File: src/rtl/exe_div_unit.sv
// Iterative radix-2 restoring divider for DIV/DIVU in the EXE stage.
// One quotient bit per clock; result {Q,R} is registered on entry to DONE.
module exe_div_unit #(
    parameter int DATA_W = 32,
    parameter int CNT_W  = 6
) (
    input  logic                  clk,
    input  logic                  resetn,
    input  logic                  div_start,
    input  logic                  div_signed,
    input  logic [DATA_W-1:0]     div_dividend,
    input  logic [DATA_W-1:0]     div_divisor,
    input  logic                  div_cancel,
    output logic                  div_busy,
    output logic                  div_finish,
    output logic [2*DATA_W-1:0]   div_result,
    output logic [1:0]            div_state_o
);

    // Handshake: div_start is accepted only in IDLE (busy=0) without a same-cycle cancel;
    // div_finish is a single-cycle valid pulse with no ready, and a start while busy is dropped.

    typedef enum logic [1:0] {
        S_IDLE = 2'd0,
        S_CALC = 2'd1,
        S_DONE = 2'd2
    } state_e;

    localparam logic [DATA_W-1:0] ONE_D = DATA_W'(1);
    localparam logic [CNT_W-1:0]  ONE_C = CNT_W'(1);
    localparam logic [CNT_W-1:0]  LAST  = CNT_W'(DATA_W - 1);

    state_e               state_q, state_d;
    logic [DATA_W-1:0]    dvd_q, dvd_d;
    logic [DATA_W-1:0]    dvs_q, dvs_d;
    logic [DATA_W:0]      rem_q, rem_d;
    logic [CNT_W-1:0]     cnt_q, cnt_d;
    logic                 q_neg_q, q_neg_d;
    logic                 r_neg_q, r_neg_d;
    logic                 dz_q, dz_d;
    logic [2*DATA_W-1:0]  result_q, result_d;

    logic                 start_ok;
    logic                 dvd_neg, dvs_neg;
    logic [DATA_W:0]      rem_sh, diff, rem_step;
    logic                 q_bit;
    logic [DATA_W-1:0]    quo_step;
    logic [DATA_W-1:0]    q_fix, r_fix;

    assign start_ok = div_start & ~div_cancel;
    assign dvd_neg  = div_signed & div_dividend[DATA_W-1];
    assign dvs_neg  = div_signed & div_divisor[DATA_W-1];

    // dvd_q doubles as the quotient register: dividend bits leave at the top, quotient bits enter at the bottom.
    assign rem_sh   = {rem_q[DATA_W-1:0], dvd_q[DATA_W-1]};
    assign diff     = rem_sh - {1'b0, dvs_q};
    assign q_bit    = ~diff[DATA_W];
    assign rem_step = q_bit ? diff : rem_sh;
    assign quo_step = {dvd_q[DATA_W-2:0], q_bit};

    // Divide by zero forces Q to all ones; R naturally returns the raw dividend after sign correction.
    assign q_fix = dz_q ? {DATA_W{1'b1}} : (q_neg_q ? (~quo_step + ONE_D) : quo_step);
    assign r_fix = r_neg_q ? (~rem_step[DATA_W-1:0] + ONE_D) : rem_step[DATA_W-1:0];

    always_comb begin
        state_d  = state_q;
        dvd_d    = dvd_q;
        dvs_d    = dvs_q;
        rem_d    = rem_q;
        cnt_d    = cnt_q;
        q_neg_d  = q_neg_q;
        r_neg_d  = r_neg_q;
        dz_d     = dz_q;
        result_d = result_q;
        case (state_q)
            S_IDLE: begin
                if (start_ok) begin
                    state_d = S_CALC;
                    dvd_d   = dvd_neg ? (~div_dividend + ONE_D) : div_dividend;
                    dvs_d   = dvs_neg ? (~div_divisor + ONE_D) : div_divisor;
                    q_neg_d = dvd_neg ^ dvs_neg;
                    r_neg_d = dvd_neg;
                    dz_d    = (div_divisor == '0);
                    rem_d   = '0;
                    cnt_d   = '0;
                end
            end
            S_CALC: begin
                dvd_d = quo_step;
                rem_d = rem_step;
                cnt_d = cnt_q + ONE_C;
                if (cnt_q == LAST) begin
                    state_d  = S_DONE;
                    result_d = {q_fix, r_fix};
                end
            end
            S_DONE: begin
                state_d = S_IDLE;
            end
            default: begin
                state_d = S_IDLE;
            end
        endcase
        if (div_cancel) begin
            state_d  = S_IDLE;
            result_d = result_q;
        end
    end

    always_ff @(posedge clk or negedge resetn) begin
        if (!resetn) begin
            state_q  <= S_IDLE;
            dvd_q    <= '0;
            dvs_q    <= '0;
            rem_q    <= '0;
            cnt_q    <= '0;
            q_neg_q  <= 1'b0;
            r_neg_q  <= 1'b0;
            dz_q     <= 1'b0;
            result_q <= '0;
        end else begin
            state_q  <= state_d;
            dvd_q    <= dvd_d;
            dvs_q    <= dvs_d;
            rem_q    <= rem_d;
            cnt_q    <= cnt_d;
            q_neg_q  <= q_neg_d;
            r_neg_q  <= r_neg_d;
            dz_q     <= dz_d;
            result_q <= result_d;
        end
    end

    assign div_busy    = (state_q != S_IDLE);
    assign div_finish  = (state_q == S_DONE) & ~div_cancel;
    assign div_result  = result_q;
    assign div_state_o = state_q;

endmodule

File: config.mk
export PLATFORM = sky130hd
export DESIGN_NAME = exe_div_unit
export DESIGN_NICKNAME = d
export VERILOG_FILES = /design/src/rtl/exe_div_unit.sv
export SDC_FILE = /design/constraint.sdc
export NUM_CORES = 1
export LEC_CHECK = 0
export BUFFER_PORTS_ARGS = -buffer_cell sky130_fd_sc_hd__buf_2
export CAP_MARGIN = 25
export CORE_MARGIN = 4
export CORE_UTILIZATION = 50
export CTS_BUF_LIST = sky130_fd_sc_hd__clkbuf_4 sky130_fd_sc_hd__clkbuf_8 sky130_fd_sc_hd__clkbuf_16
export DETAILED_ROUTE_END_ITERATION = 16
export PLACE_DENSITY = 0.81
export SLEW_MARGIN = 0
export SYNTH_ARGS = -nofsm -noshare
export SYNTH_HDL_FRONTEND = slang
export SYNTH_SLANG_ARGS = --single-unit
File: constraint.sdc
create_clock -name clk -period 7.95 [get_ports clk]
set_input_delay 0.795 -clock clk [delete_from_list [all_inputs] [get_ports clk]]
set_output_delay 0.795 -clock clk [all_outputs]
set_load 0.02 [all_outputs]
==> results of run 1 <==
cell usage after synthesis (19+ instances only):
master | number | area share
o31ai_1 | 25 | 0.016
o21ai_1 | 19 | 0.0080
a31oi_1 | 23 | 0.012
nor2_1 | 100 | 0.032
nand2_1 | 150 | 0.048
nor3_1 | 32 | 0.014
o21ai_0 | 173 | 0.073
ha_1 | 37 | 0.039
nand3_1 | 52 | 0.022
dfrtp_1 | 171 | 0.36
a22oi_1 | 31 | 0.020
mux2i_1 | 22 | 0.019
clkbuf_1 | 47 | 0.015
inv_1 | 55 | 0.017
xor2_1 | 62 | 0.046
a21oi_1 | 91 | 0.039
xnor2_1 | 86 | 0.064
cells in the final DEF, fill, tap and decap left out, types with 13 or more instances in the layout:
master,instances
o21ai_0,173
dfrtp_1,171
nand2_1,149
buf_2,135
nor2_1,99
a21oi_1,91
xnor2_1,86
xor2_1,62
inv_1,55
nand3_1,52
ha_1,37
nor3_1,32
a22oi_1,31
o31ai_1,25
a31oi_1,23
mux2i_1,22
o21ai_1,19
clkbuf_16,17
or4_1,14
nand2b_1,13
or3_1,13
layer usage:
| layer | vias up | global-route usage |
|---|---|---|
| li1 | 5207 | - |
| met1 | 5178 | 0.317 |
| met2 | 381 | 0.436 |
| met3 | 95 | 0.0462 |
| met4 | 0 | 0.100 |
| met5 | - | 0 |
through the flow:
stage / cells / worst slack [ns]
after floorplan: 1400 / 2.19
after global placement: 1786 / 2.15
after detailed placement: 1787 / 1.94
after CTS: 1819 / 1.89
after global routing: 1819 / 1.44
final: 1819 / 1.84
state kept, by name, summed over array words and instances, names as in the netlist:
| register | flops |
|---|---|
| rem_q | 32 |
| div_result | 64 |
| dvs_q | 32 |
| r_neg_q | 1 |
| cnt_q | 6 |
| dvd_q | 32 |
| div_state_o | 2 |
| q_neg_q | 1 |
| dz_q | 1 |
final cells by class:
cell class              instances  area [sq um]
fillers                      2024          9660
multi-input cells            1100          6970
flip-flops and latches        171          4280
repair buffers                147           769
clock buffers                  17           425
well taps                     313           392
inverters                      56           215
clock inverters                15           200
cell families (layout without fill, tap and decap cells):
group,Yosys count,in the layout,share of synthesized area
DFF,171,171,0.362
xor gates and xnor gates,148,148,0.110
and+or+nand+nor,442,442,0.181
adders and majority gates,38,38,0.0409
muxes,30,30,0.0291
buffers and inverters,129,235,0.0493
AOI/OAI and AO/OA,442,442,0.228
worst register-to-register path, stage by stage (launching register included):
cell       delay [ns]
dfrtp_1          0.44
inv_1            0.08
ha_1             0.16
inv_1            0.05
fa_1             0.42
a21o_1           0.22
a221o_1          0.40
a22oi_4          0.21
a2111oi_2        0.11
o21ai_1          0.25
and2_4           0.62
inv_6            0.26
mux2i_1          0.29
ha_1             0.24
inv_1            0.07
or4_1            0.55
nor3_1           0.31
mux2i_4          0.17
nor4bb_4         0.40
and2_1           0.20
a41oi_1          0.14
xnor2_1          0.16
mux2_2           0.26
how the worst max path moves through the flow:
stage	start	to	slack, ns	depth (start not counted)
after detailed placement	dvd_q[31]$_DFFE_PN0P_	div_result[28]$_DFFE_PN0P_	1.94	22
after global placement	dvd_q[31]$_DFFE_PN0P_	div_result[28]$_DFFE_PN0P_	2.15	22
after CTS	dvd_q[31]$_DFFE_PN0P_	div_result[28]$_DFFE_PN0P_	1.89	22
final	dvd_q[31]$_DFFE_PN0P_	div_result[28]$_DFFE_PN0P_	1.84	22
after floorplan	dvd_q[31]$_DFFE_PN0P_	div_result[28]$_DFFE_PN0P_	2.19	28
after global routing	dvd_q[31]$_DFFE_PN0P_	div_result[28]$_DFFE_PN0P_	1.44	22
power by group through the flow:
stage,registers (W),logic [W],clock network (W)
3_3_place_gp,0.00125,0.00278,0
4_1_cts,0.00124,0.00286,0.000882
3_5_place_dp,0.00125,0.00283,0
5_1_grt,0.00127,0.00318,0.000923
2_1_floorplan,0.00118,0.00229,0
6_report,0.00125,0.00290,0.000877
==> results.txt, run 1 <==
Post-synthesis async set-or-reset flop share: 1.00. Summing all non-filler instances in the final layout gives an area of 0.0133 sq mm. Detailed routing placed a total of 1.71 mm of wire on met3.

The cell depth of the worst flop-to-flop path works out to 22. The worst setup path is launched from a flip-flop. The synthesized design contains 0 enable-type register cells. In the routed design, unresolved DRC markers number 0. The routed length per instance came out at 18.3 um. The clock slew seen by the registers of the worst setup and hold paths came out at 0.07 ns. The amount of wire on met2 after detailed routing is 16.4 mm. In this run the power density over the cells is 379 mW/mm^2. The most used flip-flop cell after synthesis is dfrtp_1. The endpoint of the lowest-slack register-to-register path was div_result[28]$_DFFE_PN0P_. The final critical-path required period is 6.11 ns. The cell sitting at the root of the clock tree is a clkbuf_16. The tools report the highest achievable clock rate as 164 MHz. In this run the cell area measured after placement is 0.0126 sq mm. The logs give 0 for the initial antenna violation count and 0 for the synthesis warning total. The sequential group share of total power is 0.248. The highest signal layer in the routed design was met4. TritonCTS built the clock tree. The number of hold-slack violations in the final timing report was 0; the internal power summed over all cells was 0.00259 W.

The residual antenna-violating net count after detailed routing is 0. In this design, the largest share of critical-path delay is due to simple AND/OR/NAND/NOR gates. The final critical-path share of the clock period is 0.769, and the total number of clock tree sinks is 171. Across all register-to-register paths, the minimum setup slack is 1.84 ns. The number of cells produced by synthesis was 1400.

The tools report the max capacitance violation total as 0. Setup repair after global routing left no endpoint under its margin. After the last flow step, the layout net total stands at 1600. The final wirelength was 33.2 mm. Summed over all failing endpoints, the final setup total negative slack is 0 ns. The critical-path maximum fanout is 44, and the width of the die is 162 um.

The tools report the total core area as 0.0229 sq mm. Compared with the post-synthesis result, the final layout area differs by 12.2%. For the share of the yosys chip area belonging to registers, the log shows 0.362. Counting both buffers and inverters, the worst setup path holds a total of 4. The run gives 55 as the standard-cell row count.

The logs give 0.253 for the global routing usage summed across all routing layers and 10398 for the via count of the first global-routing pass. The critical path start-end classification is flip-flop to flip-flop. The largest net degree at the start of global routing is 103. The slew at the pin closest to its max-slew limit works out to 0.988 ns.

Clock share of power: 0.174. The worst slew margin relative to its limit came out at 0.339. On the worst path, the slowest cell contributes a delay of 0.62 ns. The combinational power share was 0.577.

Setup violations remaining at the end of the flow were counted as 0. The required time reported for the critical path endpoint was 8.29 ns; the number of design-rule violations left by the first detailed-router iteration was 891. The die is 162 um tall. Switching power: 0.00244 W.

The arrival time of data at the critical path endpoint was 6.45 ns. The tools report the number of buffers created by CTS as 17. Synthesis inferred 171 register bits. For this run, the detailed router's first-pass iteration total came to 6. The synthesized netlist contains 81 unique library cells. The repair_antennas step left the layout with diodes totalling 0. For this design the static power due to leakage is 5.97 nW. STA classifies the critical path endpoint as a flip-flop.

The max-slew violation count was 0; the final global-route overflow total was 0. For this block, wires on met1 add up to 13.8 mm. A synthesized cell averages 8.44 sq um.

The post-detailed-placement half-perimeter wirelength came out at 24.5 mm. In this run the number of H-tree levels came out at 4. The switching portion of total power is 0.484. Between clock sinks in the finished design, the worst skew comes to 0.0230 ns. Counting stages on the worst path, the most repeated cell is inv_1. The clock passes through at most 2 buffers. Traced cell by cell, the critical path runs through inv_1 > ha_1 > inv_1 > fa_1 > a21o_1 > a221o_1 > a22oi_4 > a2111oi_2 > o21ai_1 > and2_4 > inv_6 > mux2i_1 > ha_1 > inv_1 > or4_1 > nor3_1 > mux2i_4 > nor4bb_4 > and2_1 > a41oi_1 > xnor2_1 > mux2_2. The run gives 1507 as the post-synthesis net count. Total power for the finished layout comes to 0.00503 W. In this run the critical register-to-register path is launched from dvd_q[31]$_DFFE_PN0P_. In this run the worst hold path is classified as primary input to async pin.

The run finished with clean final reports. The count of instances resized after the clock tree is built is 0. On the final layout, the worst hold slack is 0.323 ns. In the routed layout, each cell is associated on average with a via count of 5.97. The tools report the initial core utilization as 0.516. Once the clock tree was built, the setup fixing pass inserted 0 buffers. The largest individual stage delay along the critical path comes from the cell and2_4. The netlist area before placement was 0.0118 sq mm; the final weighted congestion in routability-driven placement was 0.900. VDD sags by at most 0.333 mV. For the final core area utilization, the log shows 0.578. The fraction of final layout cells sized beyond drive strength 1 is 0.145. Number of hold buffers added after cts: 0. The clock reaches the later pin of the worst-skew pair after 0.45 ns.

Input and output buffers added on the ports amount to 136. The area of the die came out at 0.0262 sq mm. The number of top-level pins came out at 137. For the wire length of the first global-routing pass, the log shows 53.9 mm.

The routed layout has 10861 vias.
Power figures use the tool's default switching activity.
==> run 2: changes to the inputs <==
- clock period: 7.95 -> 5.69 ns (I/O delays scaled with it)
==> run 2 against run 1 <==
Compared with the run above: register-to-register slack got worse by 1.6 ns; critical path depth did not move; global-route usage fell by 0.22 points; die area did not move; clock power rose by 39%; setup slack got worse by 1.6 ns; wire length fell by 0.17%; sequential power rose by 41%.
==> results.txt, run 2 (synthesis results as in run 1) <==
The clock slew seen by the registers of the worst setup and hold paths works out to 0.08 ns. Residual antenna-violating net count after detailed routing: 0. In the layout the commonest cells are o21ai_0 (173), dfrtp_1 (170), nand2_1 (149).

The number of buffers created by CTS came out at 17. TritonCTS built the clock tree. Detailed placement finished with a half-perimeter wire length of 24.5 mm. At the end of the flow, the number of nets in the layout was 1605. The fraction of final layout cells sized beyond drive strength 1 is 0.153. The floorplan step defined a core boundary enclosing 0.0229 sq mm. The first global-routing pass estimated 53.7 mm of wire. The worst-case IR drop observed on VDD is 0.345 mV.

Counting I/O delays and the setup requirement, the final critical path takes 5.44 ns. Count of input and output buffers: 136. Setup repair after global routing left no endpoint under its margin. In this run the power density over the cells is 530 mW/mm^2. The class of the tightest hold or removal check was primary input to async pin. After detailed routing, the number of vias per cell comes to 6.02. The final critical-path share of the clock period was 0.957. Buffers inserted to repair hold after CTS numbered 0. The via count of the first global-routing pass is 10480. The later pin in the worst-skew pair is clocked with a latency of 0.45 ns.

The number of detailed-route iterations in the first pass is 5. The tools report the launching element type of the critical path as a flip-flop. The number of design-rule violations left by the first detailed-router iteration came out at 841. The run gives 0.516 as the initial core utilization. Number of top-level pins: 137. The total number of clock tree sinks was 171. STA classifies the critical path endpoint as a flip-flop. Data on the critical path is required at its endpoint by 6.02 ns. The die span in y is 162 um, and the slew at the pin closest to its max-slew limit is 0.992 ns. For the worst slew margin relative to its limit, the log shows 0.339.

Compared with the post-synthesis result, the final layout area differs by 13.0%. In this run, placement finished with an instance count of 1788. At the worst endpoint, the arrival time is 5.77 ns.

The final weighted congestion in routability-driven placement is 0.954, and the global routing usage summed across all routing layers is 0.251. For the number of buffers between clock root and the deepest sink, the log shows 2. The sequential cell area is 0.00428 sq mm, and the number of inserted filler cells in the final layout is 2062. For the final global-route overflow total, the log shows 0. The library cell used as clock root buffer was clkbuf_16. For the total number of vias, the log shows 10975. The flip-flop count of the largest register, all copies and words added works out to 64. Setup violations remaining at the end of the flow were counted as 0. The completed layout was analyzed and its total power is 0.00708 W. The number of hold-slack violations in the final timing report is 0, and the total negative setup slack is 0 ns. The run gives 33.1 mm as the final wirelength. The run finished with clean final reports. The run gives 0 as the number of antenna cells inserted. The critical path start-end classification was flip-flop to flip-flop. Dividing the detail-routed wire length by the instance count gives 18.2 um. Along the worst path, the maximum fanout reaches 11. The tools report the max-slew violation count as 0. The logs give 0 for the initial antenna violation count and 184 MHz for the highest achievable clock rate.

In this run the static leakage power is 5.99 nW. For the post-detailed-route DRC marker count, the log shows 0. The die covers 0.0262 sq mm. The total area of multi-input combinational cells came out at 0.00700 sq mm. The non-filler instance count after layout came out at 1824. For the final database, setup skew stands at 0.0139 ns. The floorplan has 55 rows. The width of the die is 162 um, and the largest net degree at the start of global routing is 110.

Leaving out fill and tap cells, the most frequent cell in the layout is o21ai_0. The total number of H-tree levels is 4, and the max capacitance violation total is 0.
==> run 2: timing repair <==
action / CTS / global route
setup endpoints to repair: 0 / 1
buffers inserted: 0 / 3
resized for setup: 0 / 7
==> run 2: path summary, 6_finish.rpt <==
| kind | slack, ns | from | end | cells after the start |
|---|---|---|---|---|
| setup / recovery | 0.25 | dvd_q[31]$_DFFE_PN0P_ | div_result[28]$_DFFE_PN0P_ | 22 |
| hold reg to reg | 0.48 | div_result[27]$_DFFE_PN0P_ | div_result[27]$_DFFE_PN0P_ | 2 |
| max in group asynchronous | 4.11 | resetn | div_result[0]$_DFFE_PN0P_ | 3 |
| hold / removal | 0.03 | resetn | dvs_q[22]$_DFFE_PN0P_ | 1 |
| min in group clk | 0.40 | div_cancel | div_state_o[0]$_DFFE_PN0P_ | 2 |
| setup reg to reg | 0.25 | dvd_q[31]$_DFFE_PN0P_ | div_result[28]$_DFFE_PN0P_ | 22 |
==> run 2: layout make-up <==
type / count / share of cell area
clock buffers: 17 / 0.0319
clock inverters: 15 / 0.0156
inverters: 56 / 0.0161
multi-input cells: 1100 / 0.525
flip-flops and latches: 171 / 0.321
well taps: 313 / 0.0293
repair buffers: 152 / 0.0619
==> run 2: worst max-delay path, cell delays in order (launching register included) <==
cell	delay, ns
dfrtp_2	0.44
inv_1	0.07
ha_1	0.16
inv_1	0.06
fa_2	0.36
a21o_1	0.23
a221o_1	0.36
a22oi_4	0.24
a2111oi_2	0.13
or3_4	0.37
and2_4	0.19
inv_6	0.10
mux2i_4	0.25
ha_2	0.22
inv_1	0.06
or4_1	0.57
nor3_2	0.24
mux2i_4	0.13
nor4bb_4	0.35
and2_4	0.21
a41oi_1	0.13
xnor2_1	0.18
mux2_2	0.28
==> run 2: power by group <==
group	switching (W)	internal, W	total [W]
clock	0.000618	0.000607	0.00122
sequential	0.000319	0.00144	0.00176
combinational	0.00250	0.00160	0.00410
==> run 2: metrics by stage <==
stage / hold WS, ns / utilization / worst slack (ns) / area, sq um
final: 0.0271 / 0.583 / 0.245 / 13400
after global routing: 0.0381 / 0.583 / 0.0168 / 13400
after floorplan: 0.273 / - / 0.0130 / 11800
after detailed placement: 0.470 / 0.552 / 0.182 / 12600
after global placement: 0.459 / 0.552 / 0.367 / 12600
after CTS: 0.326 / 0.579 / 0.128 / 13300
==> run 2: per-layer routing <==
metal / GRT usage / up-vias / share of wire
li1: - / 5235 / -
met1: 0.314 / 5270 / 0.41
met2: 0.444 / 395 / 0.51
met3: 0.0383 / 75 / 0.050
met4: 0.0854 / 0 / 0.030
met5: 0 / - / 0
